--- src/rtl/fetch_stage_if.sv ---
// Fetch-stage bundle: hazard-control inputs, instruction-memory handshake and IF/ID outputs.
// master = fetch stage, slave = memory/hazard/decode environment.
interface fetch_stage_if #(
    parameter int XLEN = 32
);
    logic            pc_write;
    logic            ifid_write;
    logic            ifid_flush;
    logic            branch_taken;
    logic [XLEN-1:0] branch_target;

    logic            imem_req;
    logic [XLEN-1:0] imem_addr;
    logic            imem_ready;
    logic            imem_rvalid;
    logic [31:0]     imem_rdata;

    logic [XLEN-1:0] ifid_pc;
    logic [31:0]     ifid_instr;
    logic            ifid_valid;
    logic            fetch_stall;

    modport master (
        input  pc_write, ifid_write, ifid_flush, branch_taken, branch_target,
        input  imem_ready, imem_rvalid, imem_rdata,
        output imem_req, imem_addr,
        output ifid_pc, ifid_instr, ifid_valid, fetch_stall
    );

    modport slave (
        output pc_write, ifid_write, ifid_flush, branch_taken, branch_target,
        output imem_ready, imem_rvalid, imem_rdata,
        input  imem_req, imem_addr,
        input  ifid_pc, ifid_instr, ifid_valid, fetch_stall
    );
endinterface

--- src/rtl/fetch_stage.sv ---
// Instruction fetch with one outstanding imem request, a one-word buffer and the IF/ID register.
// Latency: request cycle -> IF/ID 3 cycles later with a 1-cycle memory; no rvalid bypass.
// Backpressure: pc_write/ifid_write low parks the fetched word in the buffer; redirects drop stale responses.
module fetch_stage #(
    parameter int              XLEN      = 32,
    parameter logic [XLEN-1:0] RESET_PC  = '0,
    parameter logic [31:0]     NOP_INSTR = 32'h0000_0013
) (
    input  logic           clk,
    input  logic           rst,
    fetch_stage_if.master  bus
);

    typedef enum logic [1:0] {
        S_REQ  = 2'd0,
        S_WAIT = 2'd1,
        S_FULL = 2'd2
    } state_t;

    state_t          r_state, w_state_nxt;
    logic [XLEN-1:0] r_pc, w_pc_nxt;
    logic [XLEN-1:0] r_req_pc, w_req_pc_nxt;
    logic [31:0]     r_buf_instr, w_buf_instr_nxt;
    logic            r_drop, w_drop_nxt;

    logic [XLEN-1:0] r_ifid_pc, w_ifid_pc_nxt;
    logic [31:0]     r_ifid_instr, w_ifid_instr_nxt;
    logic            r_ifid_valid, w_ifid_valid_nxt;

    logic w_redirect;
    logic w_accept;
    logic w_resp;
    logic w_handoff;

    assign w_redirect = bus.branch_taken;
    assign w_accept   = (r_state == S_REQ)  && bus.imem_ready;
    assign w_resp     = (r_state == S_WAIT) && bus.imem_rvalid;
    assign w_handoff  = (r_state == S_FULL) && bus.pc_write && bus.ifid_write &&
                        !bus.ifid_flush && !w_redirect;

    always_ff @(posedge clk or negedge rst) begin
        if (!rst) begin
            r_state     <= S_REQ;
            r_pc        <= RESET_PC;
            r_req_pc    <= RESET_PC;
            r_buf_instr <= NOP_INSTR;
            r_drop      <= 1'b0;
        end else begin
            r_state     <= w_state_nxt;
            r_pc        <= w_pc_nxt;
            r_req_pc    <= w_req_pc_nxt;
            r_buf_instr <= w_buf_instr_nxt;
            r_drop      <= w_drop_nxt;
        end
    end

    always_comb begin
        w_state_nxt     = r_state;
        w_pc_nxt        = r_pc;
        w_req_pc_nxt    = r_req_pc;
        w_buf_instr_nxt = r_buf_instr;
        w_drop_nxt      = r_drop;

        case (r_state)
            S_REQ: begin
                if (w_accept) begin
                    w_req_pc_nxt = r_pc;
                    w_state_nxt  = S_WAIT;
                    // Request already left for the old address; its response must be thrown away.
                    w_drop_nxt   = w_redirect;
                end
            end
            S_WAIT: begin
                if (w_resp) begin
                    if (!r_drop && !w_redirect) begin
                        w_buf_instr_nxt = bus.imem_rdata;
                        w_state_nxt     = S_FULL;
                    end else begin
                        w_state_nxt = S_REQ;
                        w_drop_nxt  = 1'b0;
                    end
                end else if (w_redirect) begin
                    w_drop_nxt = 1'b1;
                end
            end
            S_FULL: begin
                if (w_redirect || w_handoff) begin
                    w_state_nxt = S_REQ;
                end
            end
            default: begin
                w_state_nxt = S_REQ;
                w_drop_nxt  = 1'b0;
            end
        endcase

        if (w_redirect) begin
            w_pc_nxt = bus.branch_target;
        end else if (w_handoff) begin
            w_pc_nxt = r_req_pc + XLEN'(4);
        end
    end

    always_comb begin
        w_ifid_pc_nxt    = r_ifid_pc;
        w_ifid_instr_nxt = r_ifid_instr;
        w_ifid_valid_nxt = r_ifid_valid;

        if (bus.ifid_flush || w_redirect) begin
            w_ifid_pc_nxt    = '0;
            w_ifid_instr_nxt = NOP_INSTR;
            w_ifid_valid_nxt = 1'b0;
        end else if (bus.ifid_write) begin
            if (w_handoff) begin
                w_ifid_pc_nxt    = r_req_pc;
                w_ifid_instr_nxt = r_buf_instr;
                w_ifid_valid_nxt = 1'b1;
            end else begin
                w_ifid_pc_nxt    = '0;
                w_ifid_instr_nxt = NOP_INSTR;
                w_ifid_valid_nxt = 1'b0;
            end
        end
    end

    always_ff @(posedge clk or negedge rst) begin
        if (!rst) begin
            r_ifid_pc    <= '0;
            r_ifid_instr <= NOP_INSTR;
            r_ifid_valid <= 1'b0;
        end else begin
            r_ifid_pc    <= w_ifid_pc_nxt;
            r_ifid_instr <= w_ifid_instr_nxt;
            r_ifid_valid <= w_ifid_valid_nxt;
        end
    end

    assign bus.imem_req    = rst && (r_state == S_REQ);
    assign bus.imem_addr   = r_pc;
    assign bus.fetch_stall = (r_state != S_FULL);
    assign bus.ifid_pc     = r_ifid_pc;
    assign bus.ifid_instr  = r_ifid_instr;
    assign bus.ifid_valid  = r_ifid_valid;

endmodule
--- src/flat_wrapper.sv ---
// flat-port wrapper written by rule: the top's interface ports become plain ports
module fetch_stage_flat 
#(
    parameter int              XLEN      = 32,
    parameter logic [XLEN-1:0] RESET_PC  = '0,
    parameter logic [31:0]     NOP_INSTR = 32'h0000_0013
)
  (clk, rst, bus_pc_write, bus_ifid_write, bus_ifid_flush, bus_branch_taken, bus_branch_target, bus_imem_ready, bus_imem_rvalid, bus_imem_rdata, bus_imem_req, bus_imem_addr, bus_ifid_pc, bus_ifid_instr, bus_ifid_valid, bus_fetch_stall);
  fetch_stage_if #(.XLEN(XLEN)) bus_i ();
  input  logic clk;
  input  logic rst;
  input wire logic [$bits(bus_i.pc_write)-1:0] bus_pc_write;
  input wire logic [$bits(bus_i.ifid_write)-1:0] bus_ifid_write;
  input wire logic [$bits(bus_i.ifid_flush)-1:0] bus_ifid_flush;
  input wire logic [$bits(bus_i.branch_taken)-1:0] bus_branch_taken;
  input wire logic [$bits(bus_i.branch_target)-1:0] bus_branch_target;
  input wire logic [$bits(bus_i.imem_ready)-1:0] bus_imem_ready;
  input wire logic [$bits(bus_i.imem_rvalid)-1:0] bus_imem_rvalid;
  input wire logic [$bits(bus_i.imem_rdata)-1:0] bus_imem_rdata;
  output wire logic [$bits(bus_i.imem_req)-1:0] bus_imem_req;
  output wire logic [$bits(bus_i.imem_addr)-1:0] bus_imem_addr;
  output wire logic [$bits(bus_i.ifid_pc)-1:0] bus_ifid_pc;
  output wire logic [$bits(bus_i.ifid_instr)-1:0] bus_ifid_instr;
  output wire logic [$bits(bus_i.ifid_valid)-1:0] bus_ifid_valid;
  output wire logic [$bits(bus_i.fetch_stall)-1:0] bus_fetch_stall;
  assign bus_i.pc_write = bus_pc_write;
  assign bus_i.ifid_write = bus_ifid_write;
  assign bus_i.ifid_flush = bus_ifid_flush;
  assign bus_i.branch_taken = bus_branch_taken;
  assign bus_i.branch_target = bus_branch_target;
  assign bus_i.imem_ready = bus_imem_ready;
  assign bus_i.imem_rvalid = bus_imem_rvalid;
  assign bus_i.imem_rdata = bus_imem_rdata;
  assign bus_imem_req = bus_i.imem_req;
  assign bus_imem_addr = bus_i.imem_addr;
  assign bus_ifid_pc = bus_i.ifid_pc;
  assign bus_ifid_instr = bus_i.ifid_instr;
  assign bus_ifid_valid = bus_i.ifid_valid;
  assign bus_fetch_stall = bus_i.fetch_stall;
  fetch_stage #(.XLEN(XLEN), .RESET_PC(RESET_PC), .NOP_INSTR(NOP_INSTR)) u_core (.clk(clk), .rst(rst), .bus(bus_i));
endmodule
--- config.mk ---
export PLATFORM = sky130hd
export DESIGN_NAME = fetch_stage_flat
export DESIGN_NICKNAME = d
export VERILOG_FILES = /design/src/rtl/fetch_stage_if.sv /design/src/rtl/fetch_stage.sv /design/src/flat_wrapper.sv
export SDC_FILE = /design/constraint.sdc
export NUM_CORES = 1
export LEC_CHECK = 0
export BUFFER_PORTS_ARGS = -buffer_cell sky130_fd_sc_hd__buf_2
export CAP_MARGIN = 30
export CORE_MARGIN = 3
export CORE_UTILIZATION = 30
export CTS_CLUSTER_DIAMETER = 50
export CTS_CLUSTER_SIZE = 28
export DETAILED_ROUTE_END_ITERATION = 8
export GPL_TIMING_DRIVEN = 0
export PLACE_DENSITY = 0.51
export SYNTH_ARGS = -nofsm -noshare
export SYNTH_HDL_FRONTEND = slang
export SYNTH_SLANG_ARGS = --single-unit
export TNS_END_PERCENT = 1
--- constraint.sdc ---
create_clock -name clk -period 2.6 [get_ports clk]
set_input_delay 0.26 -clock clk [delete_from_list [all_inputs] [get_ports clk]]
set_output_delay 0.26 -clock clk [all_outputs]
set_load 0.005 [all_outputs]
==> metrics.txt, run 1 <==
core area 21,420 sq um; Final HPWL DP ~13,000 um; Worst-path clk slew roughly 0.07 ns; commonest non-fill, non-tap cell in the layout buf_2; CTS root buffer clkbuf_16; syn_nets roughly 570; worst hold path class input pin to flip-flop; Seq pwr share between 50 and 60%; Place WS around 0.31 ns; synth warn 0; setup_tns 0 ns; r2r endpoint u_core.bus.imem_addr[24]; DRT Pass-1 Iters 5; worst hold path endpoint u_core.r_buf_instr[5]; R2R setup slack approximately 0.34 ns; unrepaired setup endpoints after global routing false; syn avg cell area between 10 and 15 sq um; Worst Path Max Fanout 84; initial core utilization between 30% and 40%; clock skew between 0.01 and 0.015 ns; Post-DRT Antenna Nets 0; PortBufs 170; internal power about 4800 uW; placed cell count about 940; hold wc startpoint bus_imem_rdata[5]; Post-synth EDFFs 0; Die Y ~160 um; largest net degree at the start of global routing 85; CP Launch Type input pin; Pleak 0.004042 uW; min Tclk post-route between 2 and 2.5 ns; Worst-Skew Late Latency approximately 0.42 ns; antenna violations before repair 1; layout overhead on the synthesized area 26.35%; reg2reg path depth 6; TritonCTS Buffers 17; post-synthesis sequential area ratio between 60% and 70%; top_reg_cell synth dfrtp_1; first-pass GRT wire length around 29,000 um; WP buf/inv 4; final core occ between 30% and 40%; Max-cap violations 0; period utilisation layout 89.05%; synthesized cell area ~6700 sq um; CP Capture Type output port; vias in the first global route slightly above 5,000; # rows between 50 and 60; Worst slew margin between 40% and 50%; Stages on worst setup path 5; CP Data Arrival Time 2.06 ns; commonest non-fill, non-tap cells in the layout buf_2, dfrtp_1, mux2_1, a22o_1, o21ai_1; Die ar. 24,050 sq um; routed len/inst 18.53 um; H-tree Lvls 4; drt total wl 18,030 um; gpl congestion just under 0.8; Slowest-stage cell, CP dlygate4sd3_1; Via-to-Cell Ratio between 4 and 5; Congestion Overflow GR 0; Final Hold Fails 0; post-synthesis cell type count 39; reg2reg start u_core.r_req_pc[3]; Post-route DRC 0; Post-CTS Setup Bufs 0; Clock Tree Buf Depth 2; Max VDD drop roughly 0.00038 V; worst-margin pin slew between 0.7 and 0.8 ns; hold path depth 2; PD cells 788.5 nW/um^2; CTS sink count 164; chip width 155.1 um; num ports around 170; critical-path cell list dlygate4sd3_1 > buf_12 > buf_16 > nor3b_1 > buf_2; Initial DRC Count 191; Fill cells 2,084; Post-Syn Instances ~500; Max stage delay on crit path a little under 0.6 ns; Fmax around 430 MHz; Layout Nets between 700 and 800; share of cells above drive strength 1 33.29%; CP required 2.34 ns; switch share 28.14%; fin worst setup slack 0.2847 ns; WS Path Type input pin to output port; Comb pwr share about 14%; Top delay family on crit path buffers and inverters; number of synthesized register bits around 160; Tot GR Track Use around 15%; async set-reset flop share out of synthesis 100.0%; Post-Layout Cell Count between 900 and 1,000; Switch Pwr approximately 1900 uW; DR vias 4,786; fin. max-slew vios 0; CTS tree built; Clk network pwr share 33.4%; status finished clean; # setup viols final 0
worst max path at each step:
stage                  startpoint                  endpoint  slack [ns]
4_1_cts                       rst              bus_imem_req        0.09
3_5_place_dp   u_core.r_req_pc[2]  u_core.bus.imem_addr[24]        0.31
3_3_place_gp                  rst    u_core.r_buf_instr[26]       -1.19
6_report                      rst              bus_imem_req        0.28
2_1_floorplan   u_core.r_state[1]    u_core.r_buf_instr[14]        0.95
5_1_grt                       rst              bus_imem_req        0.09
through the flow:
stage | instance area, sq um | total power, uW | hold slack (ns)
floorplan | 6666 | 4046 | -0.03559
global placement | 7861 | 4430 | 0.4582
detailed placement | 7899 | 4492 | 0.2897
CTS | 8416 | 6760 | 0.03103
global route | 8421 | 7054 | 0.03175
finish | 8423 | 6642 | 0.05058
routing by layer:
metal	up-vias	global-route usage [%]	part of all wire, %
met2	148	24.25	46
met4	2	4.163	1.3
met5	-	0	0.039
met3	18	5.675	7.8
li1	2223	-	-
met1	2395	19.93	45
cell type report:
cell class              instances  area, sq um  share of cell area, %
plain buffers                  34        145.1                  1.723
clock inverters                 9        60.06                 0.7130
diodes                          1        2.502                0.02971
well taps                     275        344.1                  4.085
clock buffers                  20        446.7                  5.303
inverters                       7        26.28                 0.3119
multi-input cells             291         2384                  28.30
flip-flops and latches        164         4111                  48.81
repair buffers                172        903.4                  10.72
worst reg2reg max path, cell delays in order, from the launching register on:
cell and delay, ns:
dfrtp_1 0.46, ha_1 0.28, nand4_1 0.21, nor3_2 0.66, nand4_1 0.21, xor2_1 0.21
o21ai_1 0.09
flip-flops by register name (all words and copies together), names as in the netlist:
name	count
u_core.bus.ifid_instr	32
u_core.bus.ifid_pc	32
u_core.bus.ifid_valid	1
u_core.bus.imem_addr	32
u_core.r_buf_instr	32
u_core.r_drop	1
u_core.r_req_pc	32
u_core.r_state	2
repair_timing:
| action | 4_1_cts | 5_1_grt |
|---|---|---|
| hold endpoints to repair | 81 | 0 |
| hold buffers | 1 | 0 |
| resized for setup | 0 | 1 |
| endpoints found under the setup margin | 0 | 1 |
synth_stat cells, types with 2 or more instances:
| master | instances | area, sq um |
|---|---|---|
| dfstp_2 | 6 | 157.7 |
| inv_1 | 4 | 15.01 |
| buf_2 | 14 | 70.07 |
| xor2_1 | 22 | 192.7 |
| inv_2 | 2 | 7.510 |
| a222oi_1 | 3 | 30.03 |
| mux2_1 | 60 | 675.7 |
| dfrtp_1 | 158 | 3954 |
| nand4_1 | 7 | 43.79 |
| o21ai_1 | 29 | 145.1 |
| a22o_1 | 60 | 525.5 |
| and3_1 | 5 | 31.28 |
| nor3_2 | 3 | 30.03 |
| nor2_1 | 8 | 30.03 |
| mux2_2 | 4 | 45.04 |
| clkbuf_1 | 20 | 75.07 |
| o22a_1 | 4 | 35.03 |
| nor3_1 | 4 | 20.02 |
| nand3_1 | 17 | 85.08 |
| xnor2_1 | 6 | 52.55 |
| nand2_1 | 15 | 56.30 |
| a22oi_1 | 27 | 202.7 |
| nor4_4 | 2 | 42.54 |
cells by family (layout without fill, tap and decap cells):
kind of cell | after synthesis | count (layout) | share of synthesized area [%]
AND/OR/NAND/NOR | 69 | 69 | 6.250
adder cells (fa/ha/maj) | 1 | 1 | 0.1877
XOR/XNOR | 28 | 28 | 3.679
buffers and inverters | 41 | 242 | 2.571
flip-flops | 164 | 164 | 61.67
multiplexers | 65 | 65 | 10.96
other | 0 | 1 | 0
AO/OA/AOI/OAI | 128 | 128 | 14.68
power by group through the flow:
| stage | logic [uW] | clock network, uW | registers, uW |
|---|---|---|---|
| floorplan | 650 | 0 | 3400 |
| detailed placement | 972 | 0 | 3520 |
| global placement | 932 | 0 | 3500 |
| global route | 1080 | 2420 | 3550 |
| CTS | 978 | 2310 | 3470 |
| finish | 950 | 2220 | 3470 |
Note: power is estimated with default switching activity, not from simulation.
==> run 2, diff against run 1 <==
CAP_MARGIN = 10   (was 30)
CELL_PAD_IN_SITES_DETAIL_PLACEMENT = 0   (was unset)
CELL_PAD_IN_SITES_GLOBAL_PLACEMENT = 1   (was unset)
PLACE_DENSITY = 0.61   (was 0.51)
==> metrics.txt, run 2 (synthesis gave the netlist of run 1 again) <==
status finished clean; CTS Hold Bufs 1 (unchanged); CP Data Arrival Time 2.61 ns (+0.55 ns); largest net degree at the start of global routing 94 (+11%); CP Capture Type flip-flop; Worst Path Max Fanout 8 (-90%); num ports 171 (unchanged); Die ar. 24,050 sq um (unchanged); CP Launch Type flip-flop; fin worst setup slack 0.2896 ns (+0.004844 ns); Worst-Skew Late Latency 0.42 ns (about the same); CTS root buffer clkbuf_16; Final HPWL DP 13,220 um (-0.63%); # rows 53 (unchanged); routed length on met3 1513 um (+7.3%); PortBufs 170 (unchanged); unrepaired setup endpoints after global routing false; drt total wl 18,250 um (+1.2%); Place WS 0.2657 ns (-0.04705 ns); vias in the first global route 5,016 (-3.2%); hold wc startpoint bus_imem_rdata[23]; layout overhead on the synthesized area 28.55%; uppermost layer routed met5; routed len/inst 18.71 um (+0.97%); commonest non-fill, non-tap cell in the layout buf_2; min Tclk post-route 2.310 ns (-0.004844 ns); DR vias 4,840 (+1.1%); CTS sink count 164 (unchanged); period utilisation layout 88.86% (-0.19 points); first-pass GRT wire length 29,330 um (+0.54%); WS Path Type flip-flop to flip-flop; H-tree Lvls 4 (unchanged); setup_tns 0 ns (unchanged); Post-Layout Cell Count 975 (+0.21%); Tot GR Track Use 15.52% (+0.18 points); Resize count post-CTS 0 (unchanged); Post-CTS Setup Bufs 0 (unchanged); antenna violations before repair 1 (unchanged); clock skew 0.009764 ns (-0.001452 ns); PD cells 841.6 nW/um^2 (+6.7%); share of cells above drive strength 1 33.86% (+0.57 points); worst hold path class input pin to flip-flop; TritonCTS Buffers 17 (unchanged); Congestion Overflow GR 0 (unchanged); Via-to-Cell Ratio 4.964 (+0.92%); Design Power 7212 uW (+8.6%); gpl congestion 0.7647 (-0.49%); DR WL met2 8100 um (-1.8%); CP startpoint u_core.r_req_pc[2]; core area 21,420 sq um (unchanged); Max-cap violations 0 (unchanged); # setup viols final 0 (unchanged); Max VDD drop 0.0004303 V (+14%); Final Hold Fails 0 (unchanged); fin. max-slew vios 0 (unchanged); Layout Nets 760 (unchanged); Post-route DRC 0 (unchanged); chip width 155.1 um (unchanged); placed cell count 942 (unchanged); Fmax 432.8 MHz (+0.21%); CP required 2.90 ns (+0.56 ns); Post-DRT Antenna Nets 0 (unchanged); Initial DRC Count 144 (-25%); Worst slew margin 46.88% (about the same); initial core utilization 31.12% (unchanged); Die Y 155.1 um (unchanged); Post-Route M1 WL 8470 um (+4.1%); Pleak 0.004116 uW (+1.8%); CTS tree built; DRT Pass-1 Iters 5 (unchanged); Worst-path clk slew 0.07 ns (about the same); Fill cells 2,090 (+0.29%); worst-margin pin slew 0.7924 ns (+0.001018 ns); commonest non-fill, non-tap cells in the layout buf_2, dfrtp_1, mux2_1, a22o_1, o21ai_1; Clock Tree Buf Depth 2 (unchanged); reg2reg start u_core.r_req_pc[2]; ant diodes 0 (-1)
[run 2: changes by cell type in the layout (fill, tap and decap cells not counted), sizes merged]
cell	change
clkinv	-3
inv	+1
bufinv	+4
diode	-1
clkinvlp	-1
clkbuf	+2
[run 2: power by group]
part / switching [uW] / leakage, uW / internal, uW / total, uW
combinational: 458 / 0.00170 / 492 / 950
sequential: 423 / 0.00210 / 3050 / 3480
clock: 1040 / 0.000319 / 1740 / 2790
total: 1920 / 0.00412 / 5290 / 7210
[run 2: per-layer routing]
layer	up-vias	global-route usage, %
met5	-	0
met4	2	3.532
met3	14	6.175
met2	138	23.13
met1	2457	21.38
li1	2229	-
[run 2: cell type report]
| type | count | area (sq um) | share of cell area, % |
|---|---|---|---|
| Buffer | 34 | 145.1 | 1.694 |
| Clock buffer | 22 | 494.2 | 5.767 |
| Timing Repair Buffer | 172 | 898.4 | 10.48 |
| Tap cell | 275 | 344.1 | 4.015 |
| Sequential cell | 164 | 4111 | 47.98 |
| Inverter | 7 | 26.28 | 0.3066 |
| Multi-Input combinational cell | 291 | 2384 | 27.81 |
| Clock inverter | 10 | 166.4 | 1.942 |
[run 2: critical path, stage by stage, from the launching register on]
cell and delay [ns]:
dfrtp_1 0.47, ha_1 0.29, nand4_1 0.23, nor3_2 0.72
nand4_1 0.20, xor2_1 0.21, o21ai_1 0.08
[run 2: through the flow]
step | hold WS, ns | util [%] | instance area [sq um]
CTS | 0.02555 | 40.01 | 8569
finish | 0.05001 | 40.01 | 8569
floorplan | -0.03559 | - | 6666
global route | 0.02743 | 40.01 | 8569
detailed placement | 0.2583 | 36.88 | 7899
global placement | 0.4598 | 36.70 | 7861
[run 2: final timing paths]
kind	end	slack, ns	cells after the start
max reg2reg	u_core.bus.imem_addr[24]	0.29	6
min reg2reg	u_core.bus.ifid_valid	0.48	2
max	u_core.bus.imem_addr[24]	0.29	6
min in group asynchronous	u_core.bus.ifid_pc[6]	0.40	2
min	u_core.r_buf_instr[23]	0.05	2
max in group asynchronous	u_core.r_buf_instr[31]	1.34	3
==> run 3, diff against run 2 <==
BUFFER_PORTS_ARGS = -buffer_cell sky130_fd_sc_hd__buf_4   (was -buffer_cell sky130_fd_sc_hd__buf_2)
clock period = 2.35 ns   (was 2.6 ns; I/O delays follow)
==> metrics.txt, run 3 (synthesis gave the netlist of run 1 again) <==
Seq. cell area 4111 sq um (unchanged); ant diodes 0 (unchanged); TritonCTS Buffers 17 (unchanged); worst hold path endpoint u_core.r_buf_instr[11]; CTS root buffer clkbuf_16; fin. max-slew vios 0 (unchanged); Worst-Skew Late Latency 0.41 ns (about the same); vias in the first global route 5,091 (+1.5%); commonest non-fill, non-tap cells in the layout buf_4, dfrtp_1, mux2_1, a22o_1, o21ai_1; PortBufs 170 (unchanged); Worst Path Max Fanout 10 (+2); Congestion Overflow GR 0 (unchanged); Final HPWL DP 13,260 um (+0.35%); reg2reg path depth 4 (-2); first-pass GRT wire length 29,590 um (+0.87%); Max-cap violations 0 (unchanged); CP Capture Type flip-flop; reg2reg start u_core.r_state[0]; CP Data Arrival Time 2.49 ns (-0.12 ns); Initial DRC Count 211 (+47%); Seq pwr share 50.5% (+2.3 points); Fmax 466.5 MHz (+7.8%); CP Launch Type flip-flop; Post-Layout Cell Count 975 (unchanged); Tot GR Track Use 15.59% (+0.067 points); CTS tree built; DR vias 4,760 (-1.7%); chip width 155.1 um (unchanged); Worst slew margin 51.08% (+4.2 points); unrepaired setup endpoints after global routing false; DRT Pass-1 Iters 4 (-1); Fill cells 2,035 (-2.6%); hold path depth 2 (unchanged); Switch Pwr 2095 uW (+8.9%); r2r endpoint u_core.bus.ifid_instr[31]; PD cells 854.2 nW/um^2 (+1.5%); Slowest-stage cell, CP nor4_4; Multi-input gate area 2390 sq um (+0.26%); initial core utilization 31.12% (unchanged); worst hold path class input pin to flip-flop; core area 21,420 sq um (unchanged); Post-CTS Setup Bufs 0 (unchanged); Post-DRT Antenna Nets 0 (unchanged); routed len/inst 18.91 um (+1.0%); Comb pwr share 14.7% (+1.5 points); final core occ 41.65% (+1.6 points); Pleak 0.004163 uW (+1.2%); min Tclk post-route 2.144 ns (-0.1667 ns); drt total wl 18,440 um (+1.0%); WP buf/inv 1 (+1); placed cell count 942 (unchanged); Via-to-Cell Ratio 4.882 (-1.7%); H-tree Lvls 4 (unchanged); period utilisation layout 91.22% (+2.4 points); Max stage delay on crit path 0.63 ns (-0.09 ns); num ports 171 (unchanged); CP required 2.70 ns (-0.20 ns); R2R setup slack 0.21 ns (-0.08 ns); critical-path cell list nand2b_4 > nor4_4 > clkbuf_1 > a22o_1; Die ar. 24,050 sq um (unchanged); commonest non-fill, non-tap cell in the layout buf_4; largest net degree at the start of global routing 122 (+30%); # setup viols final 0 (unchanged); Final Hold Fails 0 (unchanged); Max VDD drop 0.0004588 V (+6.6%); # rows 53 (unchanged); internal power 5526 uW (+4.5%); Clock Tree Buf Depth 2 (unchanged); hold wc startpoint bus_imem_rdata[11]; worst-margin pin slew 0.7283 ns (-0.06410 ns); layout overhead on the synthesized area 33.82%; switch share 27.49% (+0.82 points); clock skew 0.005629 ns (-0.004135 ns); WS Path Type flip-flop to flip-flop; gpl congestion 0.7668 (+0.27%); Die Y 155.1 um (unchanged); CTS sink count 164 (unchanged); share of cells above drive strength 1 33.43% (-0.43 points); Post-route DRC 0 (unchanged); status finished clean; Layout Nets 761 (+0.13%); Top delay family on crit path simple AND/OR/NAND/NOR gates; Worst-path clk slew 0.06 ns (about the same); Clk network pwr share 34.7% (-3.9 points); antenna violations before repair 0 (-1)
[run 3: cell types whose count changed in the layout (fill, tap and decap cells not counted), moves of 2 or more]
cell / change
bufinv_16: -3
buf_2: -169
clkinvlp_4: +3
clkbuf_1: +3
inv_6: -2
clkbuf_8: -2
buf_4: +169
[run 3: how the worst max path moves through the flow]
stage	from	to	slack [ns]	cells after the start
final	u_core.r_state[0]	u_core.bus.ifid_instr[31]	0.21	4
after CTS	u_core.r_req_pc[2]	u_core.bus.imem_addr[24]	0.07	6
after floorplan	u_core.r_state[1]	u_core.r_buf_instr[14]	0.70	6
after detailed placement	u_core.r_req_pc[2]	u_core.bus.imem_addr[24]	0.07	6
after global routing	rst	bus_imem_req	0.04	5
after global placement	rst	bus_imem_req	-0.21	3
[run 3: layer usage]
metal / track usage (%) / up-vias / wire, um
met4: 4.668 / 0 / 209
met5: 0 / - / 0
met3: 5.619 / 15 / 1495
met2: 23.69 / 149 / 8250
li1: - / 2229 / -
met1: 20.99 / 2367 / 8481
[run 3: cell type report]
cell class,instances,share of cell area [%]
Clock inverter,8,0.8696
Sequential cell,164,46.09
Inverter,7,0.2945
Clock buffer,23,5.358
Timing Repair Buffer,173,15.12
Tap cell,275,3.857
Buffer,34,1.627
Multi-Input combinational cell,291,26.79
[run 3: repair_timing]
action | in CTS | in global routing
endpoints found under the setup margin | 0 | 4
endpoints found under the hold margin | 44 | 0
hold buffers | 2 | 0
gates resized for setup | 0 | 1
[run 3: per-stage QoR]
| step | setup WS (ns) | total power (uW) | instance area (sq um) | setup TNS, ns | hold slack, ns |
|---|---|---|---|---|---|
| after floorplan | 0.6965 | 4477 | 6666 | 0 | -0.06059 |
| after global placement | -0.2144 | 4975 | 8287 | -0.2144 | 0.4527 |
| after detailed placement | 0.07351 | 5048 | 8322 | 0 | 0.1488 |
| after CTS | 0.06877 | 7735 | 8915 | 0 | 0.005395 |
| after global routing | 0.04425 | 8035 | 8921 | 0 | 0.007463 |
| final | 0.2063 | 7621 | 8921 | 0 | 0.02992 |
[run 3: worst reg2reg max path: cells and delay by family (launching register included)]
kind / cells / cell delay, ns
buf+inv: 1 / 0.57
simple gates: 2 / 0.83
flops: 1 / 0.45
compound gates: 1 / 0.23
[run 3: power groups by stage]
stage          Sequential [uW]  Clock, uW  Combinational, uW
2_1_floorplan             3760          0                719
3_3_place_gp              3880          0               1100
3_5_place_dp              3910          0               1140
4_1_cts                   3860       2720               1150
5_1_grt                   3940       2840               1260
6_report                  3850       2650               1120
